**src/rtl/uart_tx_pkg.sv**
```systemverilog
// Shared encodings for the UART transmit path: FSM states and line levels.
package uart_tx_pkg;

  typedef enum logic [2:0] {
    IDLE,
    START,
    DATA,
    PARITY,
    STOP
  } tx_state_t;

  localparam logic START_BIT      = 1'b0;
  localparam logic STOP_BIT       = 1'b1;
  localparam logic IDLE_LEVEL     = 1'b1;
  localparam int   DATA_WIDTH_DEF = 8;

endpackage

```
**src/rtl/uart_tx_bit_timer.sv**
```systemverilog
// Edge/bit counter for the transmit side; same counting scheme as the receiver
// so both ends agree on where a bit starts and ends.
module uart_tx_bit_timer #(
  parameter int PRESCALE_W = 6
) (
  input  logic                  clk,
  input  logic                  rst,
  input  logic                  clear,
  input  logic                  enable,
  input  logic [PRESCALE_W-1:0] prescale,
  output logic [PRESCALE_W-1:0] edge_cnt,
  output logic [3:0]            bit_cnt,
  output logic                  bit_done
);

  logic [PRESCALE_W-1:0] p_last;

  // A prescale of 0 counts like 1, so every bit lasts at least one cycle.
  assign p_last   = (prescale == '0) ? '0 : prescale - PRESCALE_W'(1);
  assign bit_done = enable && (edge_cnt == p_last);

  always_ff @(posedge clk or posedge rst) begin
    if (rst) begin
      edge_cnt <= '0;
      bit_cnt  <= '0;
    end else if (clear) begin
      edge_cnt <= '0;
      bit_cnt  <= '0;
    end else if (bit_done) begin
      edge_cnt <= '0;
      bit_cnt  <= bit_cnt + 4'd1;
    end else if (enable) begin
      edge_cnt <= edge_cnt + PRESCALE_W'(1);
    end
  end

endmodule

```
**src/rtl/uart_tx_serializer.sv**
```systemverilog
// UART transmitter: start bit, LSB-first payload, optional parity, one stop bit,
// each held for max(prescale,1) cycles. tx_out and busy are registered.
module uart_tx_serializer
  import uart_tx_pkg::*;
#(
  parameter int DATA_WIDTH = DATA_WIDTH_DEF,
  parameter int PRESCALE_W = 6
) (
  input  logic                  clk,
  input  logic                  rst,
  input  logic [PRESCALE_W-1:0] prescale,
  input  logic [DATA_WIDTH-1:0] p_data,
  input  logic                  data_valid,
  input  logic                  par_en,
  input  logic                  par_typ,
  output logic                  tx_out,
  output logic                  busy
);

  localparam int IDX_W = (DATA_WIDTH > 1) ? $clog2(DATA_WIDTH) : 1;

  tx_state_t             state, state_nxt;
  logic [DATA_WIDTH-1:0] data_r;
  logic                  par_en_r, par_typ_r;
  logic [PRESCALE_W-1:0] prescale_r, p_last, edge_cnt, edge_nxt;
  logic [3:0]            bit_cnt;
  logic [IDX_W-1:0]      bit_idx;
  logic                  bit_done, accept, cnt_clear, tx_d, busy_d;

  function automatic logic parity_bit(input logic [DATA_WIDTH-1:0] d, input logic odd);
    return (^d) ^ odd;
  endfunction

  assign accept    = data_valid && !busy;
  assign p_last    = (prescale_r == '0) ? '0 : prescale_r - PRESCALE_W'(1);
  assign cnt_clear = accept || (state == IDLE) || (bit_done && (state_nxt != state));

  uart_tx_bit_timer #(
    .PRESCALE_W (PRESCALE_W)
  ) u_timer (
    .clk      (clk),
    .rst      (rst),
    .clear    (cnt_clear),
    .enable   (state != IDLE),
    .prescale (prescale_r),
    .edge_cnt (edge_cnt),
    .bit_cnt  (bit_cnt),
    .bit_done (bit_done)
  );

  always_comb begin
    state_nxt = state;
    case (state)
      IDLE:    if (accept) state_nxt = START;
      START:   if (bit_done) state_nxt = DATA;
      DATA:    if (bit_done && (bit_cnt == 4'(DATA_WIDTH - 1)))
                 state_nxt = par_en_r ? PARITY : STOP;
      PARITY:  if (bit_done) state_nxt = STOP;
      STOP:    if (bit_done) state_nxt = accept ? START : IDLE;
      default: state_nxt = IDLE;
    endcase
  end

  // Outputs are registered, so decode them from the counter/state values that
  // become current at the next edge; busy drops one cycle early in STOP.
  always_comb begin
    edge_nxt = (cnt_clear || bit_done) ? '0 : edge_cnt + PRESCALE_W'(1);
    bit_idx  = cnt_clear ? '0 : IDX_W'(bit_done ? bit_cnt + 4'd1 : bit_cnt);
    tx_d     = IDLE_LEVEL;
    busy_d   = 1'b1;
    case (state_nxt)
      IDLE:    busy_d = 1'b0;
      START:   tx_d   = START_BIT;
      DATA:    tx_d   = data_r[bit_idx];
      PARITY:  tx_d   = parity_bit(data_r, par_typ_r);
      STOP: begin
        tx_d   = STOP_BIT;
        busy_d = (edge_nxt != p_last);
      end
      default: tx_d = IDLE_LEVEL;
    endcase
  end

  always_ff @(posedge clk or posedge rst) begin
    if (rst) begin
      state  <= IDLE;
      tx_out <= IDLE_LEVEL;
      busy   <= 1'b0;
    end else begin
      state  <= state_nxt;
      tx_out <= tx_d;
      busy   <= busy_d;
    end
  end

  always_ff @(posedge clk or posedge rst) begin
    if (rst) begin
      data_r     <= '0;
      par_en_r   <= 1'b0;
      par_typ_r  <= 1'b0;
      prescale_r <= '0;
    end else if (accept) begin
      data_r     <= p_data;
      par_en_r   <= par_en;
      par_typ_r  <= par_typ;
      prescale_r <= prescale;
    end
  end

endmodule

```
**config.mk**
```make
export PLATFORM = sky130hd
export DESIGN_NAME = uart_tx_serializer
export DESIGN_NICKNAME = d
export VERILOG_FILES = /design/src/rtl/uart_tx_pkg.sv /design/src/rtl/uart_tx_bit_timer.sv /design/src/rtl/uart_tx_serializer.sv
export SDC_FILE = /design/constraint.sdc
export NUM_CORES = 1
export LEC_CHECK = 0
export CAP_MARGIN = 5
export CORE_ASPECT_RATIO = 1.1
export CORE_MARGIN = 4
export CORE_UTILIZATION = 49
export CTS_BUF_LIST = sky130_fd_sc_hd__clkbuf_16
export DETAILED_ROUTE_END_ITERATION = 10
export PLACE_DENSITY = 0.7
export REMOVE_ABC_BUFFERS = 1
export SLEW_MARGIN = 10
export SYNTH_ARGS = -nofsm -noshare
export SYNTH_HDL_FRONTEND = slang
export SYNTH_SLANG_ARGS = --single-unit
export TNS_END_PERCENT = 10
```
**constraint.sdc**
```tcl
create_clock -name clk -period 7.69 [get_ports clk]
set_input_delay 1.538 -clock clk [delete_from_list [all_inputs] [get_ports clk]]
set_output_delay 1.538 -clock clk [all_outputs]
set_load 0.02 [all_outputs]
```
Word level (Yosys, flattened, before mapping):

Index checks and enable logic that the tools add are counted.

* magnitude comparators: 1
* eq/ne operators: 12
* bitwise operators: 1
* reduce and logical (&&, ||, !) cells: 15
* add/sub/neg operators: 3
* multiplexer cells: 20

Operators with widths (count)
* 6-bit two-way mux: 5
* 3-bit two-way mux: 7
* 3-bit one-hot mux with 5 select lines: 1
* 3-bit by 2-bit == test with 1-bit output, second input constant: 4
* 4-bit two-way mux: 2
* 8-bit XOR reduction: 1
* 6-bit by 1-bit adder with 6-bit output, second input constant: 1
* 3-bit by 1-bit == test with 1-bit output, second input constant: 2
* 3-bit == test, second input constant: 2
* 6-bit == test: 1
* 3-bit logical NOT: 2
* 6-bit logical NOT: 1
* 6-bit != test: 1
* 3-bit nonzero test: 2
* 6-bit by 1-bit subtractor with 6-bit output, second input constant: 1
* 4-bit by 1-bit adder with 4-bit output, second input constant: 1
* 4-bit by 3-bit == test with 1-bit output, second input constant: 1
* 1-bit logical AND: 4
* 3-bit by 4-bit less-than comparator with 1-bit output, second input constant: 1
* 1-bit binary-select mux with 3-bit select: 1
* 1-bit logical OR: 3
* 3-bit != test: 1
* 1-bit one-hot mux with 3 select lines: 1
* 1-bit two-way mux: 2
* other kinds (4): 4

* input bits: 19
* register bits after elaboration: 31
* word-level logic and storage cells: 62
* output and inout port bits: 2

Longest topological paths before layout:

Gate-level depths: netlist of run 1.

* word-level depth: 14
* mapped depth: 12
* depth with buffers taken out: 11

By module:

A second synthesis of run 1 with hierarchy kept.

* cells, all modules: 244
* area total of the unflattened synthesis: 2247.2 sq um

By module, submodules not included
* uart_tx_serializer: cells an instance 160, times used 1, area each 1496.4 sq um, seq. area each 526.8 sq um
* uart_tx_bit_timer: cells an instance 84, times used 1, area each 750.7 sq um, seq. area each 250.2 sq um

Worst setup path after synthesis of run 1:

Ideal clock, no wire load.

* kind: input to register
* start: input port data_valid
* end: register busy
* buffers on the path: 0
* stages: 6
* setup time: 0.126 ns
* arrival: 3.139 ns
* slack: 4.425 ns
* required time: 7.564 ns
* cell sequence: nor2b_1 nor2_1 nand2_4 or4b_1 a31o_1 a221o_1

* word-level cells in the longest chain between the ends: 11
* elaborated cells between the ends (all ways): 15
* those cells by class: eq/ne (3); mux (6); reduce/logical (6)

Ends and longest elaborated chain
* from (decl): line uart_tx_serializer.sv:13 `input logic data_valid,`
* 1-bit logical AND (*): line uart_tx_serializer.sv:34 `assign accept = data_valid && !busy;`
* 1-bit two-way mux: line uart_tx_serializer.sv:59 `STOP: if (bit_done) state_nxt = accept ? START : IDLE;`
* 3-bit two-way mux: line uart_tx_serializer.sv:59
* 3-bit one-hot mux with 5 select lines: line uart_tx_serializer.sv:53 `case (state)`
* 3-bit != test: line uart_tx_serializer.sv:36 `assign cnt_clear = accept || (state == IDLE) || (bit_done && (state_nxt != state));`
* 1-bit logical AND: line uart_tx_serializer.sv:36
* 1-bit logical OR: line uart_tx_serializer.sv:36
* 1-bit logical OR: line uart_tx_serializer.sv:67 `edge_nxt = (cnt_clear || bit_done) ? '0 : edge_cnt + PRESCALE_W'(1);`
* 6-bit two-way mux: line uart_tx_serializer.sv:67
* 6-bit != test: line uart_tx_serializer.sv:78 `busy_d = (edge_nxt != p_last);`
* 1-bit one-hot mux with 2 select lines (*): line uart_tx_serializer.sv:71 `case (state_nxt)`
* via busy_d: line uart_tx_serializer.sv:28 `logic bit_done, accept, cnt_clear, tx_d, busy_d;`
* to (signal assigned): line uart_tx_serializer.sv:92 `busy <= busy_d;`
* to (decl): line uart_tx_serializer.sv:17 `output logic busy`

The timed path passes the listed nets; every way through them passes the cells marked *.
A chain may end at the register's enable or synchronous reset.

Final worst setup path of run 1:

Same ends and word-level chain as after synthesis.

==> impl_metrics.py, run 1 <==
metrics = {
    "clocking": {
        "post_cts_buffers": 0,
        "ctsHoldBuffers": 0,
        "cts_made_buffers": 5,
        "path_clk_slew_ns": 0.05,
        "clk_latency_ns": 0.27,
        "cts-root-buf": "clkbuf_16",
        "cts_resized": 0,
        "cts_num_sinks": 31,
        "cts_tree": "built",
        "h-tree-depth": 2,
        "clk_path_buf_depth": 2,
    },
    "die": {
        "die_area_um2": 5210,
        "die_h_um": 75.3,
        "die_w_um": 69.2,
        "fp-row-count": 24,
        "core_um2": 3960,
        "initial_core_util_pct": 50.9,
        "ios": 21,
    },
    "timing": {
        "final.setup_skew_ns": 0.00354,
        "hold_viol": 0,
        "period_share_pct": 48.8,
        "fmax_mhz": 267,
        "drv_slew": 0,
        "grt_setup_unrepaired": "false",
        "finalSetupViolations": 0,
        "tightestPinTransition_ns": 1.06,
        "tns_ns": 0,
        "min_period_ns": 3.75,
        "slew_headroom_pct": 28.8,
    },
    "setup_path": {
        "startpoint_type": "primary input",
        "endpoint_kind": "register",
        "cp_max_fo": 21,
        "critPathArrivalTime_ns": 3.90,
        "critical_path_class": "in2reg",
        "crit_required_ns": 7.84,
    },
    "final_layout": {
        "layout_commonest_cell": "dfrtp_1",
        "nNetsFinal": 240,
        "num-fill-cells": 350,
        "final_cell_mix": "dfrtp_1 (30), clkdlybuf4s50_1 (20), xnor2_1 (14), mux2_2 (14), nor2_1 (13)",
        "num_antenna_cells": 0,
        "area_delta_synth_final_pct": 19.3,
        "drive_gt1_share_pct": 17.4,
    },
    "pwr": {
        "p_per_area_nw_per_um2": 441,
        "p_total_mw": 1.06,
        "p_leak_nw": 0.950,
        "ir_drop_mv": 0.241,
    },
    "route": {
        "ant_nets": 0,
        "wl_per_cell_um": 15.5,
        "vias": 1585,
        "dr.pass1.iters": 4,
        "dr.first_iter.drc_count": 55,
        "drc": 0,
        "routed_via_density": 5.85,
        "wirelength_um": 4200,
    },
    "run_status": {
        "status": "finished, final reports clean",
    },
    "yosys": {
        "avgSynthCellArea_um2": 10.1,
        "synth_edf_count": 0,
        "synth_cell_types": 64,
        "syn_area_um2": 2020,
        "async_reset_ff_share_pct": 100,
        "yosysWarningCount": 0,
        "ys_ff_latch": 31,
        "synthCells": 199,
        "ys.flop_type": "dfrtp_1",
        "yosysSeqAreaShare_pct": 38.5,
    },
    "placement": {
        "post-dp-hpwl_um": 3260,
        "gp_congestion": 0.833,
        "port_buffers": 20,
    },
    "grt": {
        "antenna_found_initial": 0,
        "grt_pass1_vias": 1609,
        "grt_overflow": 0,
        "grt_pass1_wl_um": 7360,
        "track_usage_pct": 17.6,
        "grt_max_degree": 32,
    },
    "min_path": {
        "hold_class": "reg2reg",
    },
    "job": {
        "cap_violations": 0,
    },
}
## area by class of cell
| cell class | instances | area (um^2) | share of cell area, % |
|---|---|---|---|
| clock buffers | 5 | 125 | 5.20 |
| multi-input cells | 151 | 1160 | 48.3 |
| well taps | 52 | 65.1 | 2.70 |
| clock inverters | 3 | 38.8 | 1.61 |
| flip-flops and latches | 31 | 777 | 32.3 |
| repair buffers | 21 | 208 | 8.63 |
| inverters | 8 | 30.0 | 1.25 |
## worst paths after layout
kind | startpoint | to | slack [ns] | cells past startpoint
setup / recovery | data_valid | busy | 3.94 | 8
hold / removal | par_typ_r | par_typ_r | 0.54 | 1
setup reg to reg | prescale_r[0] | tx_out | 4.20 | 10
hold reg to reg | par_typ_r | par_typ_r | 0.54 | 1
max in group asynchronous | rst | state[1] | 5.50 | 2
min in group asynchronous | rst | par_typ_r | 1.71 | 2
## routing by layer
| metal | share of wire [%] | vias to the layer above | track usage [%] |
|---|---|---|---|
| li1 | - | 773 | - |
| met1 | 45 | 784 | 21.1 |
| met2 | 51 | 24 | 32.3 |
| met3 | 3.0 | 4 | 3.69 |
| met4 | 0.83 | 0 | 5.21 |
| met5 | 0 | - | 0 |
## state kept, by name (all words and copies together), names as in the netlist, 3 cells and up
name	cells
u_timer.bit_cnt	4
state	3
prescale_r	6
u_timer.edge_cnt	6
data_r	8
## kinds of logic (layout without fill, tap and decap cells)
group | count (synthesis) | after routing | share of synthesized area [%]
simple gates | 69 | 69 | 20.5
fa+ha+maj | 3 | 3 | 1.86
compound gates | 40 | 40 | 15.4
buf+inv | 17 | 37 | 3.85
xor+xnor | 17 | 17 | 7.38
mux | 22 | 22 | 12.5
flops | 31 | 31 | 38.5
## stage by stage
step | utilization, % | cells | cell area, um^2 | setup WS, ns | hold slack, ns
finish | 60.7 | 271 | 2410 | 3.94 | 0.536
global route | 60.7 | 271 | 2410 | 3.76 | 0.579
CTS | 60.7 | 271 | 2410 | 3.94 | 0.548
detailed placement | 56.6 | 263 | 2240 | 3.66 | 0.536
global placement | 56.6 | 263 | 2240 | 3.72 | 0.515
floorplan | - | 190 | 1970 | 4.03 | 0.502
## synthesized netlist by cell type, types with 3 or more instances
cell     count  share of area (%)
mux2i_1      4                2.0
nor3_1       4               0.99
o21ai_0      7                1.7
o31ai_1      3                1.1
inv_1        8                1.5
mux2_2      14                7.8
buf_2        3               0.74
xor2_1       3                1.3
nor4_1       3               0.93
xnor2_1     14                6.1
ha_1         3                1.9
dfrtp_1     30                 37
nand2_1     11                2.0
nor2b_1      4                1.2
a21oi_1      5                1.2
nor2_1      13                2.4
nand3_1      7                1.7
or4_1        4                1.5
## power breakdown
part | internal [mW] | total, mW | switching [mW]
Sequential | 0.229 | 0.316 | 0.0870
Clock | 0.151 | 0.217 | 0.0660
Combinational | 0.263 | 0.528 | 0.265
## critical path: stages
cell and delay (ns):
clkdlybuf4s50_1 0.41, nor2b_1 0.13, buf_4 0.20, nor2_1 0.42
nand2_4 0.13, or4b_1 0.51, a31o_1 0.22, a221o_1 0.34
Note: power is estimated with default switching activity, not from simulation.
==> run 2: changes to the inputs <==
Settings changed: PLACE_DENSITY 0.7 to 0.73.
Clock period 7.69 ns to 3.15 ns, I/O delays scaled along.
==> run 2 against run 1 <==
Net effect:
- clock power rose by 150%
- count of clock-buffer cells in the layout did not move
- clock skew barely moved
- die area did not move
- sequential share of layout area fell by 1.7 points
- critical path depth rose by 1
- register-to-register slack got worse by 4.1 ns
- highest routed layer unchanged
==> impl_metrics.py, run 2 (synthesis gave the netlist of run 1 again) <==
metrics = {
    "clocking": {
        "cts_num_sinks": 31,
        "post_cts_buffers": 0,
        "cts_tree": "built",
        "cts-root-buf": "clkbuf_16",
        "clk_latency_ns": 0.28,
        "h-tree-depth": 2,
        "clk_path_buf_depth": 2,
        "ctsHoldBuffers": 0,
        "path_clk_slew_ns": 0.05,
        "cts_made_buffers": 5,
    },
    "route": {
        "drc": 0,
        "vias": 1638,
        "dr.pass1.iters": 4,
        "ant_nets": 0,
        "wl_per_cell_um": 15.1,
        "dr.first_iter.drc_count": 166,
        "wirelength_um": 4280,
        "routed_via_density": 5.77,
    },
    "pwr": {
        "power_frac_clock_pct": 19.5,
        "p_sw_mw": 1.06,
        "seq_power_share_pct": 27.5,
        "p_leak_nw": 1.02,
        "ir_drop_mv": 0.547,
        "intPower_mw": 1.67,
        "combinationalPowerShare_pct": 52.9,
        "p_sw_share_pct": 38.8,
        "p_per_area_nw_per_um2": 1070,
    },
    "final_layout": {
        "largest_reg_flops": 8,
        "drive_gt1_share_pct": 24.1,
        "final_cell_mix": "dfrtp_1 (30), clkdlybuf4s50_1 (20), xnor2_1 (14), mux2_2 (14), buf_4 (14)",
        "area_delta_synth_final_pct": 25.8,
        "num_antenna_cells": 0,
        "layout_commonest_cell": "dfrtp_1",
        "nNetsFinal": 253,
        "largest_register": "data_r",
        "reg_top3": "data_r x8, prescale_r x6, u_timer.edge_cnt x6",
    },
    "setup_path": {
        "endpoint_kind": "register",
        "rrSetupSlack_ns": 0.15,
        "cp_max_fo": 5,
        "critical_path_class": "reg2reg",
        "cpPeakStageDelay_ns": 0.58,
        "reg2reg_to": "tx_out",
        "r2r_cells": 9,
        "critPathArrivalTime_ns": 3.18,
        "crit_chain": "or4_1 > buf_4 > o21ai_1 > a2bb2oi_2 > and4_1 > mux2_4 > mux2_4 > o2111ai_1 > o2111ai_1",
        "timing.rr.start": "prescale_r[0]",
        "cp_slowest_cell": "or4_1",
        "startpoint_type": "register",
        "crit_required_ns": 3.33,
    },
    "placement": {
        "port_buffers": 20,
        "post-dp-hpwl_um": 3190,
        "gp_congestion": 0.896,
    },
    "die": {
        "die_w_um": 69.2,
        "fp-row-count": 24,
        "ios": 21,
        "die_h_um": 75.3,
        "core_um2": 3960,
        "die_area_um2": 5210,
        "initial_core_util_pct": 50.9,
    },
    "grt": {
        "grt_pass1_vias": 1576,
        "track_usage_pct": 17.3,
        "grt_max_degree": 32,
        "grt_pass1_wl_um": 7180,
        "grt_overflow": 0,
        "antenna_found_initial": 0,
    },
    "timing": {
        "period_share_pct": 95.3,
        "tightestPinTransition_ns": 0.395,
        "tns_ns": 0,
        "fmax_mhz": 333,
        "drv_slew": 0,
        "min_period_ns": 3.00,
        "finalSetupViolations": 0,
        "hold_viol": 0,
        "timing.hold.ws_ns": 0.527,
        "slew_headroom_pct": 73.7,
        "final.setup_skew_ns": 0.00360,
    },
    "run_status": {
        "status": "finished, final reports clean",
    },
    "min_path": {
        "holdPathStages": 1,
        "min_from": "par_typ_r",
        "hold_class": "reg2reg",
        "holdPathEnd": "par_typ_r",
    },
    "job": {
        "cap_violations": 0,
    },
}
run 2: routing by layer:
layer	up-vias	part of all wire (%)	track usage [%]
met3	6	4.6	3.96
met2	46	49	29.7
met1	783	44	21.9
met4	0	1.7	6.29
met5	-	0	0
li1	803	-	-
run 2: critical path: cells and delay by family, from the launching register on:
kind,cells,cell delay [ns]
buf+inv,1,0.18
flops,1,0.39
mux,2,0.65
compound gates,4,0.85
simple gates,2,0.84
run 2: area by class of cell:
| cell class | instances | area, um^2 |
|---|---|---|
| clock buffer | 5 | 125 |
| clock inverter | 3 | 38.8 |
| fill | 331 | 1430 |
| inverter | 8 | 30.0 |
| multi-input combinational | 151 | 1200 |
| sequential | 31 | 777 |
| tap | 52 | 65.1 |
| timing repair buffer | 34 | 305 |
run 2: metrics by stage:
stage / area, um^2 / utilization [%] / std cells / power [mW] / setup slack, ns
after global routing: 2540 / 64.0 / 284 / 2.93 / -0.0139
final: 2540 / 64.0 / 284 / 2.73 / 0.149
after floorplan: 1970 / - / 190 / 1.76 / 0.141
after CTS: 2500 / 63.2 / 284 / 2.70 / 0.102
after global placement: 2340 / 59.0 / 276 / 2.13 / 0.133
after detailed placement: 2340 / 59.0 / 276 / 2.15 / 0.109
run 2: power by group through the flow:
stage | clock (mW) | sequential (mW) | combinational [mW]
6_report | 0.533 | 0.751 | 1.44
4_1_cts | 0.543 | 0.751 | 1.40
3_5_place_dp | 0 | 0.755 | 1.39
3_3_place_gp | 0 | 0.751 | 1.38
5_1_grt | 0.563 | 0.779 | 1.59
2_1_floorplan | 0 | 0.728 | 1.03
run 2: what timing repair did:
action | CTS | global route
setup endpoints to repair | 0 | 2
hold endpoints to repair | 0 | 0
gates resized for setup | 0 | 6
run 2: worst max path at each step:
stage | from | end
after floorplan | prescale_r[0] | busy
after global placement | prescale_r[0] | tx_out
after detailed placement | prescale_r[0] | tx_out
after CTS | prescale_r[0] | busy
after global routing | prescale_r[0] | busy
final | prescale_r[0] | tx_out
==> run 3: changes to the inputs <==
Settings changed: CORE_UTILIZATION 49 to 51, PLACE_DENSITY 0.73 to 0.76.
==> run 3 against run 2 <==
Net effect:
- sequential cell count is the same
- non-clock buffer count shrank 5
- worst hold slack is essentially flat
- critical endpoint is now busy
- largest cell class unchanged
==> impl_metrics.py, run 3 (synthesis gave the netlist of run 1 again) <==
metrics = {
    "run_status": {
        "status": "finished, final reports clean",
    },
    "timing": {
        "finalSetupViolations": 0,
        "timing.hold.ws_ns": 0.527,
        "fmax_mhz": 326,
        "grt_setup_unrepaired": "false",
        "tightestPinTransition_ns": 0.424,
        "slew_headroom_pct": 71.7,
        "hold_viol": 0,
        "min_period_ns": 3.07,
        "drv_slew": 0,
        "final.setup_skew_ns": 0.00515,
        "period_share_pct": 97.5,
    },
    "setup_path": {
        "rrSetupSlack_ns": 0.08,
        "critPathArrivalTime_ns": 3.23,
        "crit_required_ns": 3.31,
        "cp_max_fo": 7,
        "endpoint_kind": "register",
        "critical_path_class": "reg2reg",
        "startpoint_type": "register",
    },
    "pwr": {
        "p_leak_nw": 0.985,
        "ir_drop_mv": 0.685,
        "power_frac_clock_pct": 16.7,
        "seq_power_share_pct": 29.4,
        "p_sw_mw": 1.08,
        "p_per_area_nw_per_um2": 1070,
        "p_sw_share_pct": 40.8,
        "intPower_mw": 1.57,
        "combinationalPowerShare_pct": 53.9,
    },
    "final_layout": {
        "nNetsFinal": 248,
        "num_antenna_cells": 0,
        "drive_gt1_share_pct": 23.3,
        "num-fill-cells": 292,
        "largest_register": "data_r",
        "post-route-util_pct": 66.3,
        "final_cell_mix": "dfrtp_1 (29), clkdlybuf4s50_1 (20), xnor2_1 (14), mux2_2 (14), nor2_1 (13)",
        "stdcell_area_um2": 2480,
        "largest_reg_flops": 8,
        "area_delta_synth_final_pct": 22.9,
        "layout.cells.non_filler": 277,
        "layout_commonest_cell": "dfrtp_1",
        "reg_top3": "data_r x8, prescale_r x6, u_timer.edge_cnt x6",
    },
    "min_path": {
        "hold_class": "reg2reg",
    },
    "clocking": {
        "clk_latency_ns": 0.27,
        "h-tree-depth": 2,
        "cts_made_buffers": 5,
        "path_clk_slew_ns": 0.05,
        "clk_path_buf_depth": 2,
        "cts_tree": "built",
        "cts-root-buf": "clkbuf_16",
        "cts_num_sinks": 31,
    },
    "route": {
        "wirelength_um": 4550,
        "ant_nets": 0,
        "drc": 0,
        "routed_via_density": 5.99,
        "wl_per_cell_um": 16.4,
        "dr.first_iter.drc_count": 101,
        "dr.pass1.iters": 4,
        "vias": 1660,
    },
    "job": {
        "cap_violations": 0,
    },
    "grt": {
        "track_usage_pct": 20.7,
        "grt_overflow": 0,
        "grt_max_degree": 22,
        "antenna_found_initial": 0,
        "grt_pass1_wl_um": 7940,
        "grt_pass1_vias": 1663,
    },
    "die": {
        "ios": 21,
        "fp-row-count": 23,
        "core_um2": 3740,
        "die_area_um2": 5030,
        "initial_core_util_pct": 53.9,
        "die_w_um": 68.0,
        "die_h_um": 74.0,
    },
    "placement": {
        "post-dp-hpwl_um": 3440,
        "gp_congestion": 0.872,
        "port_buffers": 20,
        "dp.cells": 268,
        "placed_cell_area_um2": 2290,
    },
}
## run 3: cell count changes in the layout (fill, tap and decap cells not counted), sizes merged
cell,before,now
bufinv,1,0
inv,8,9
buf,14,9
## run 3: area by class of cell
class	instances	area, um^2	area share, %
inverter	8	30.0	1.21
clock buffer	5	125	5.05
clock inverter	3	11.3	0.454
multi-input combinational	151	1200	48.6
tap	50	62.6	2.52
sequential	31	778	31.4
timing repair buffer	29	268	10.8
## run 3: stage by stage
step,worst slack [ns],total power [mW],TNS [ns]
6_report,0.0780,2.65,0
5_1_grt,0.0107,2.84,0
4_1_cts,0.0341,2.60,0
3_5_place_dp,-0.0828,2.12,-0.0925
3_3_place_gp,0.0634,2.05,0
2_1_floorplan,0.141,1.76,0
## run 3: timing repair
item,in CTS,in global routing
resized for setup,4,8
hold endpoints to repair,0,0
pin swaps,0,2
hold buffers,0,0
setup endpoints to repair,2,2
buffers inserted,0,1
## run 3: path summary, 6_finish.rpt
check / start / endpoint / cells past startpoint
max: prescale_r[0] / busy / 8
min: par_typ_r / par_typ_r / 1
max reg2reg: prescale_r[0] / busy / 8
min reg2reg: par_typ_r / par_typ_r / 1
max in group asynchronous: rst / prescale_r[0] / 3
min in group asynchronous: rst / data_r[2] / 2
## run 3: critical path, stage by stage, from the launching register on
cell and delay, ns:
dfrtp_2 0.44, or4_4 0.60, o21ai_2 0.19, mux2_1 0.40
nand4_4 0.18, nand2_4 0.09, or4b_1 0.50, a31o_1 0.22
a221o_1 0.34
## run 3: power by group through the flow
stage               sequential [mW]  combinational [mW]  clock (mW)
floorplan                     0.728                1.03           0
global placement              0.756                1.30           0
detailed placement            0.768                1.35           0
CTS                           0.765                1.39       0.451
global route                  0.807                1.56       0.471
finish                        0.778                1.43       0.443
## run 3: per-layer routing
metal  global-route usage (%)  wire, um
met1                     26.1      2010
met2                     33.7      2260
met3                     5.14       174
met4                     8.83       105
met5                        0         0
==> edit 1 (config.mk and constraints of run 3) <==
Set the package constant `DATA_WIDTH_DEF` to 4 (it was 8).
--- a/src/rtl/uart_tx_pkg.sv
+++ b/src/rtl/uart_tx_pkg.sv
@@ -14,3 +14,3 @@
   localparam logic IDLE_LEVEL     = 1'b1;
-  localparam int   DATA_WIDTH_DEF = 8;
+  localparam int   DATA_WIDTH_DEF = 4;
 
Interface: changed (resized p_data); port bits go from 21 to 17. No check against the original RTL was run, so the function may have changed too.
==> edit 1 against run 3 <==
Hold slack got worse by 0.029 ns. Setup slack improved by 0.094 ns. Clock skew decreased by 0.0030 ns. Sequential share of layout area decreased by 0.054 points. Cell area decreased by 13%. Area after synthesis decreased by 8.5%. Sequential power decreased by 15%. Routed wire length decreased by 14%. Sequential cell count decreased by 4. Highest routed layer unchanged. Global-route usage decreased by 2.3 points. Synthesized cell count increased by 6.0%. Total power decreased by 15%.
==> edit 1: results <==
[route]
drt_iter0_markers = 71
via_per_inst = 5.55
drc = 0
wl_per_cell_um = 14.2

[yosys]
ys_types = 59
synth.area.top_cells = dfrtp_1 (35%), nand2_1 (8.9%), xnor2_1 (5.7%)
synthArstFlopShare = 1.00
ys_seq_area_frac = 0.367
synthTopCellsByCount = nand2_1 (44), dfrtp_1 (26), nor2_1 (19)

[layout]
design_area_um2 = 2160
largestRegisters = prescale_r: 6 flops, u_timer.edge_cnt: 6 flops
fin_nets = 245
drive_above_1_share = 0.150
nFillCells = 293

[global_routing]
grt_max_degree = 28
grt_first_pass_wirelength_um = 6860
grt_usage = 0.185
grt_pass1_vias = 1479
grt.met1_usage = 0.269
use_met2 = 0.292
use_met3 = 0.0222

[placement]
placed_cell_area_um2 = 2050
place.gp.congestion = 0.862
hpwl_um = 2940
portBuffers = 16

[clock_tree]
path_clk_slew_ns = 0.07
numCtsBuffers = 3
cts_max_level = 1
clockBufferDepth = 2

[setup_path]
reg2reg_slack_ns = 0.17
r2r-start = prescale_r[1]$_DFFE_PP0P_
critPathArrivalTime_ns = 3.13
crit_fanout = 9
r2r_cells = 11

[timing]
max_slew_margin = 0.638
final.setup_skew_ns = 0.00216

[status]
outcome = finished clean

[hold_path]
min_path_type = flop to flop
min_delay_path_depth = 2

[power_and_ir_drop]
power.internal_mw = 1.25
irDropWorstVdd_mv = 0.548
p_leak_nw = 0.904
-- edit 1: changes by cell type in the layout (fill, tap and decap cells not counted), moves of 4 or more --
cell	before	now
clkdlybuf4s50_1	20	16
mux2_2	14	0
nand2_1	11	44
nor2_1	13	19
buf_4	9	5
-- edit 1: worst max-delay path: stages, from the launching register on --
cell	delay, ns
dfrtp_1	0.41
inv_1	0.10
ha_2	0.22
or3b_4	0.43
a2111oi_2	0.34
nor3_1	0.11
o2111a_4	0.20
a21oi_4	0.21
mux2i_1	0.24
o211ai_1	0.10
and3_1	0.19
o32a_1	0.33
-- edit 1: final cells by class --
cell class	instances	area share
Clock inverter	1	0.00348
Inverter	8	0.0139
Timing Repair Buffer	21	0.0915
Sequential cell	27	0.313
Multi-Input combinational cell	166	0.515
Clock buffer	3	0.0348
Tap cell	48	0.0278
-- edit 1: power groups by stage --
stage	registers, mW	clock network (mW)	logic, mW
after global placement	0.655	0	1.23
after floorplan	0.635	0	0.964
after global routing	0.687	0.315	1.44
final	0.661	0.296	1.30
after detailed placement	0.660	0	1.25
after CTS	0.656	0.301	1.26
-- edit 1: layer usage --
metal / up-vias / routed length [um]
met5: - / 0
met3: 6 / 130
met4: 0 / 39
met1: 720 / 1880
met2: 26 / 1850
li1: 768 / -
-- edit 1: how the worst max path moves through the flow --
stage                               from        endpoint  slack (ns)  cells after the start
2_1_floorplan  prescale_r[0]$_DFFE_PP0P_  busy$_DFF_PP0_        0.28                     11
3_3_place_gp   prescale_r[1]$_DFFE_PP0P_  busy$_DFF_PP0_        0.24                     11
3_5_place_dp   prescale_r[1]$_DFFE_PP0P_  busy$_DFF_PP0_        0.11                     11
4_1_cts        prescale_r[1]$_DFFE_PP0P_  busy$_DFF_PP0_        0.10                     11
5_1_grt        prescale_r[1]$_DFFE_PP0P_  busy$_DFF_PP0_       0.005                     11
6_report       prescale_r[1]$_DFFE_PP0P_  busy$_DFF_PP0_        0.17                     11
-- edit 1: cell families (layout without fill, tap and decap cells) --
logic type | count (synthesis) | count (layout) | synth area share
AND/OR/NAND/NOR | 103 | 103 | 0.281
AO/OA/AOI/OAI | 40 | 40 | 0.191
flip-flops | 27 | 27 | 0.367
buffers and inverters | 18 | 33 | 0.0434
XOR/XNOR | 16 | 16 | 0.0759
multiplexers | 4 | 4 | 0.0224
adder cells (fa/ha/maj) | 3 | 3 | 0.0203
-- edit 1: repair_timing --
action	4_1_cts	5_1_grt
resized for setup	0	5
endpoints found under the setup margin	0	2
setup buffers	0	1
-- edit 1: through the flow --
stage,hold slack [ns],std cells,setup slack [ns]
global route,0.555,274,0.00541
finish,0.498,274,0.172
CTS,0.501,273,0.102
floorplan,0.465,201,0.280
global placement,0.481,269,0.245
detailed placement,0.484,269,0.107
==> edit 2 (flow settings as in run 3) <==
Made on the original files. Register the output `busy` once more, cleared by the reset; this adds one clock of latency there. The other outputs are not delayed to match. Comments in the files are not updated.
--- a/src/rtl/uart_tx_serializer.sv
+++ b/src/rtl/uart_tx_serializer.sv
@@ -21,2 +21,4 @@
 
+  logic busy_s0;
+
   tx_state_t             state, state_nxt;
@@ -33,3 +35,3 @@
 
-  assign accept    = data_valid && !busy;
+  assign accept    = data_valid && !busy_s0;
   assign p_last    = (prescale_r == '0) ? '0 : prescale_r - PRESCALE_W'(1);
@@ -87,3 +89,3 @@
       tx_out <= IDLE_LEVEL;
-      busy   <= 1'b0;
+      busy_s0 <= 1'b0;
     end else begin
@@ -91,3 +93,3 @@
       tx_out <= tx_d;
-      busy   <= busy_d;
+      busy_s0 <= busy_d;
     end
@@ -109,2 +111,10 @@
 
+  always_ff @(posedge clk or posedge rst) begin
+    if (rst) begin
+      busy <= '0;
+    end else begin
+      busy <= busy_s0;
+    end
+  end
+
 endmodule
Formal check against the unedited RTL: not equivalent (a bounded check fails within 4 cycles, from zero or initial values and one cycle with rst high).
==> edit 2 against run 3 <==
Total power rose by 0.77%. Combinational power increased by 4%. Routed wire length increased by 7.4%. Sequential cell count rose by 1. Utilization is 1.8 points lower. Setup slack better by 0.062 ns. Area after synthesis up 5.5%. Count of clock-buffer cells in the layout stayed put. Final cell count up 17%. Cell area grew 3.8%.
==> edit 2: results <==
[layout]
largestRegisters = data_r: 8 flops, prescale_r: 6 flops, u_timer.edge_cnt: 6 flops
fin_nets = 293
diodes = 0
drive_above_1_share = 0.136
nFillCells = 336

[route]
via_per_inst = 5.70
drt_iter0_markers = 131
firstDrtPassIters = 5
drc = 0
wl_per_cell_um = 15.1

[global_routing]
antenna_found_initial = 0
grt_first_pass_wirelength_um = 8120
grt_usage = 0.196
grt_pass1_vias = 1809
grt_max_degree = 33

[timing]
max_slew_margin = 0.699
period_share = 0.955
fin_hold_ws_ns = 0.408
final.setup_skew_ns = 0.00471

[setup_path]
r2r_cells = 12
critPathArrivalTime_ns = 3.21
crit_fanout = 6
reg2reg_slack_ns = 0.14
r2r-end = tx_out$_DFF_PP1_

[placement]
place.gp.congestion = 0.918
hpwl_um = 3430
placed_cell_area_um2 = 2400
portBuffers = 20

[clock_tree]
clockBufferDepth = 2
numCtsBuffers = 5
path_clk_slew_ns = 0.05
clk_latency_ns = 0.28

[power_and_ir_drop]
irDropWorstVdd_mv = 0.575
p_leak_nw = 1.15
switching_power_mw = 1.11

[hold_path]
min_to = busy$_DFF_PP0_
min_delay_path_depth = 0
min-delay-start = busy_s0$_DFF_PP0_
min_path_type = flop to flop

[status]
outcome = finished clean

[yosys]
ys_types = 60
ys_warn_count = 0
synthTopCellsByCount = nand2_1 (53), dfrtp_1 (31), nor2_1 (19)
ys_seq_area_frac = 0.377
synth.area.top_cells = dfrtp_1 (36%), nand2_1 (9.3%), xnor2_1 (4.9%)
[edit 2: cell count changes in the layout (fill, tap and decap cells not counted), sizes merged, moves of 4 or more]
cell	run 3	this run
nand2	12	54
mux2	17	2
buf	9	13
nor3	4	8
nor2	13	19
[edit 2: worst max-delay path: stages, from the launching register on]
cell      delay (ns)
dfrtp_1         0.41
inv_1           0.13
ha_4            0.17
or3b_4          0.41
o41ai_2         0.31
a211oi_2        0.08
nand4_1         0.08
buf_4           0.17
mux2i_4         0.26
mux2_1          0.36
o211a_1         0.23
a211oi_2        0.23
o31ai_2         0.09
[edit 2: how the worst max path moves through the flow]
stage	cells past startpoint	from	slack (ns)	endpoint
floorplan	9	prescale_r[2]$_DFFE_PP0P_	-0.11	tx_out$_DFF_PP1_
global placement	11	prescale_r[0]$_DFFE_PP0P_	0.02	tx_out$_DFF_PP1_
detailed placement	11	prescale_r[0]$_DFFE_PP0P_	-0.02	tx_out$_DFF_PP1_
CTS	11	prescale_r[0]$_DFFE_PP0P_	0.004	tx_out$_DFF_PP1_
global route	12	prescale_r[0]$_DFFE_PP0P_	0.04	busy_s0$_DFF_PP0_
finish	12	prescale_r[0]$_DFFE_PP0P_	0.14	tx_out$_DFF_PP1_
[edit 2: layout make-up]
class,instances,share of cell area
tap,52,0.0253
multi-input combinational,189,0.479
clock buffer,5,0.0486
inverter,10,0.0146
timing repair buffer,33,0.116
sequential,32,0.312
clock inverter,3,0.00486
[edit 2: metrics by stage]
stage	setup TNS [ns]	instances	worst slack (ns)	util
4_1_cts	0	323	0.00423	0.636
3_3_place_gp	0	315	0.0247	0.602
6_report	0	324	0.140	0.644
3_5_place_dp	-0.0161	315	-0.0161	0.602
5_1_grt	0	324	0.0387	0.644
2_1_floorplan	-0.201	231	-0.106	-
[edit 2: logic make-up (layout without fill, tap and decap cells)]
logic type,after synthesis,in the layout,share of synthesized area
DFF,32,32,0.377
muxes,5,5,0.0247
xor gates and xnor gates,17,17,0.0700
adders and majority gates,3,3,0.0176
AOI/OAI and AO/OA,49,49,0.188
and+or+nand+nor,115,115,0.268
buffers and inverters,23,51,0.0553
[edit 2: timing repair]
item                       CTS  global route
setup endpoints to repair    1             3
pin swaps                    1             0
resized for setup            0             4
setup buffers                0             1
hold endpoints to repair     0             0
[edit 2: power by group through the flow]
stage	registers, mW	logic (mW)	clock network, mW
after floorplan	0.740	1.04	0
after global placement	0.732	1.41	0
after detailed placement	0.737	1.42	0
after CTS	0.735	1.44	0.457
after global routing	0.760	1.63	0.477
final	0.737	1.49	0.448
[edit 2: metal layers]
metal	global-route usage	wire length, um	up-vias
met5	0	0	-
met2	0.358	2480	44
li1	-	-	920
met3	0.0462	214	13
met1	0.216	2080	871
met4	0.102	107	0
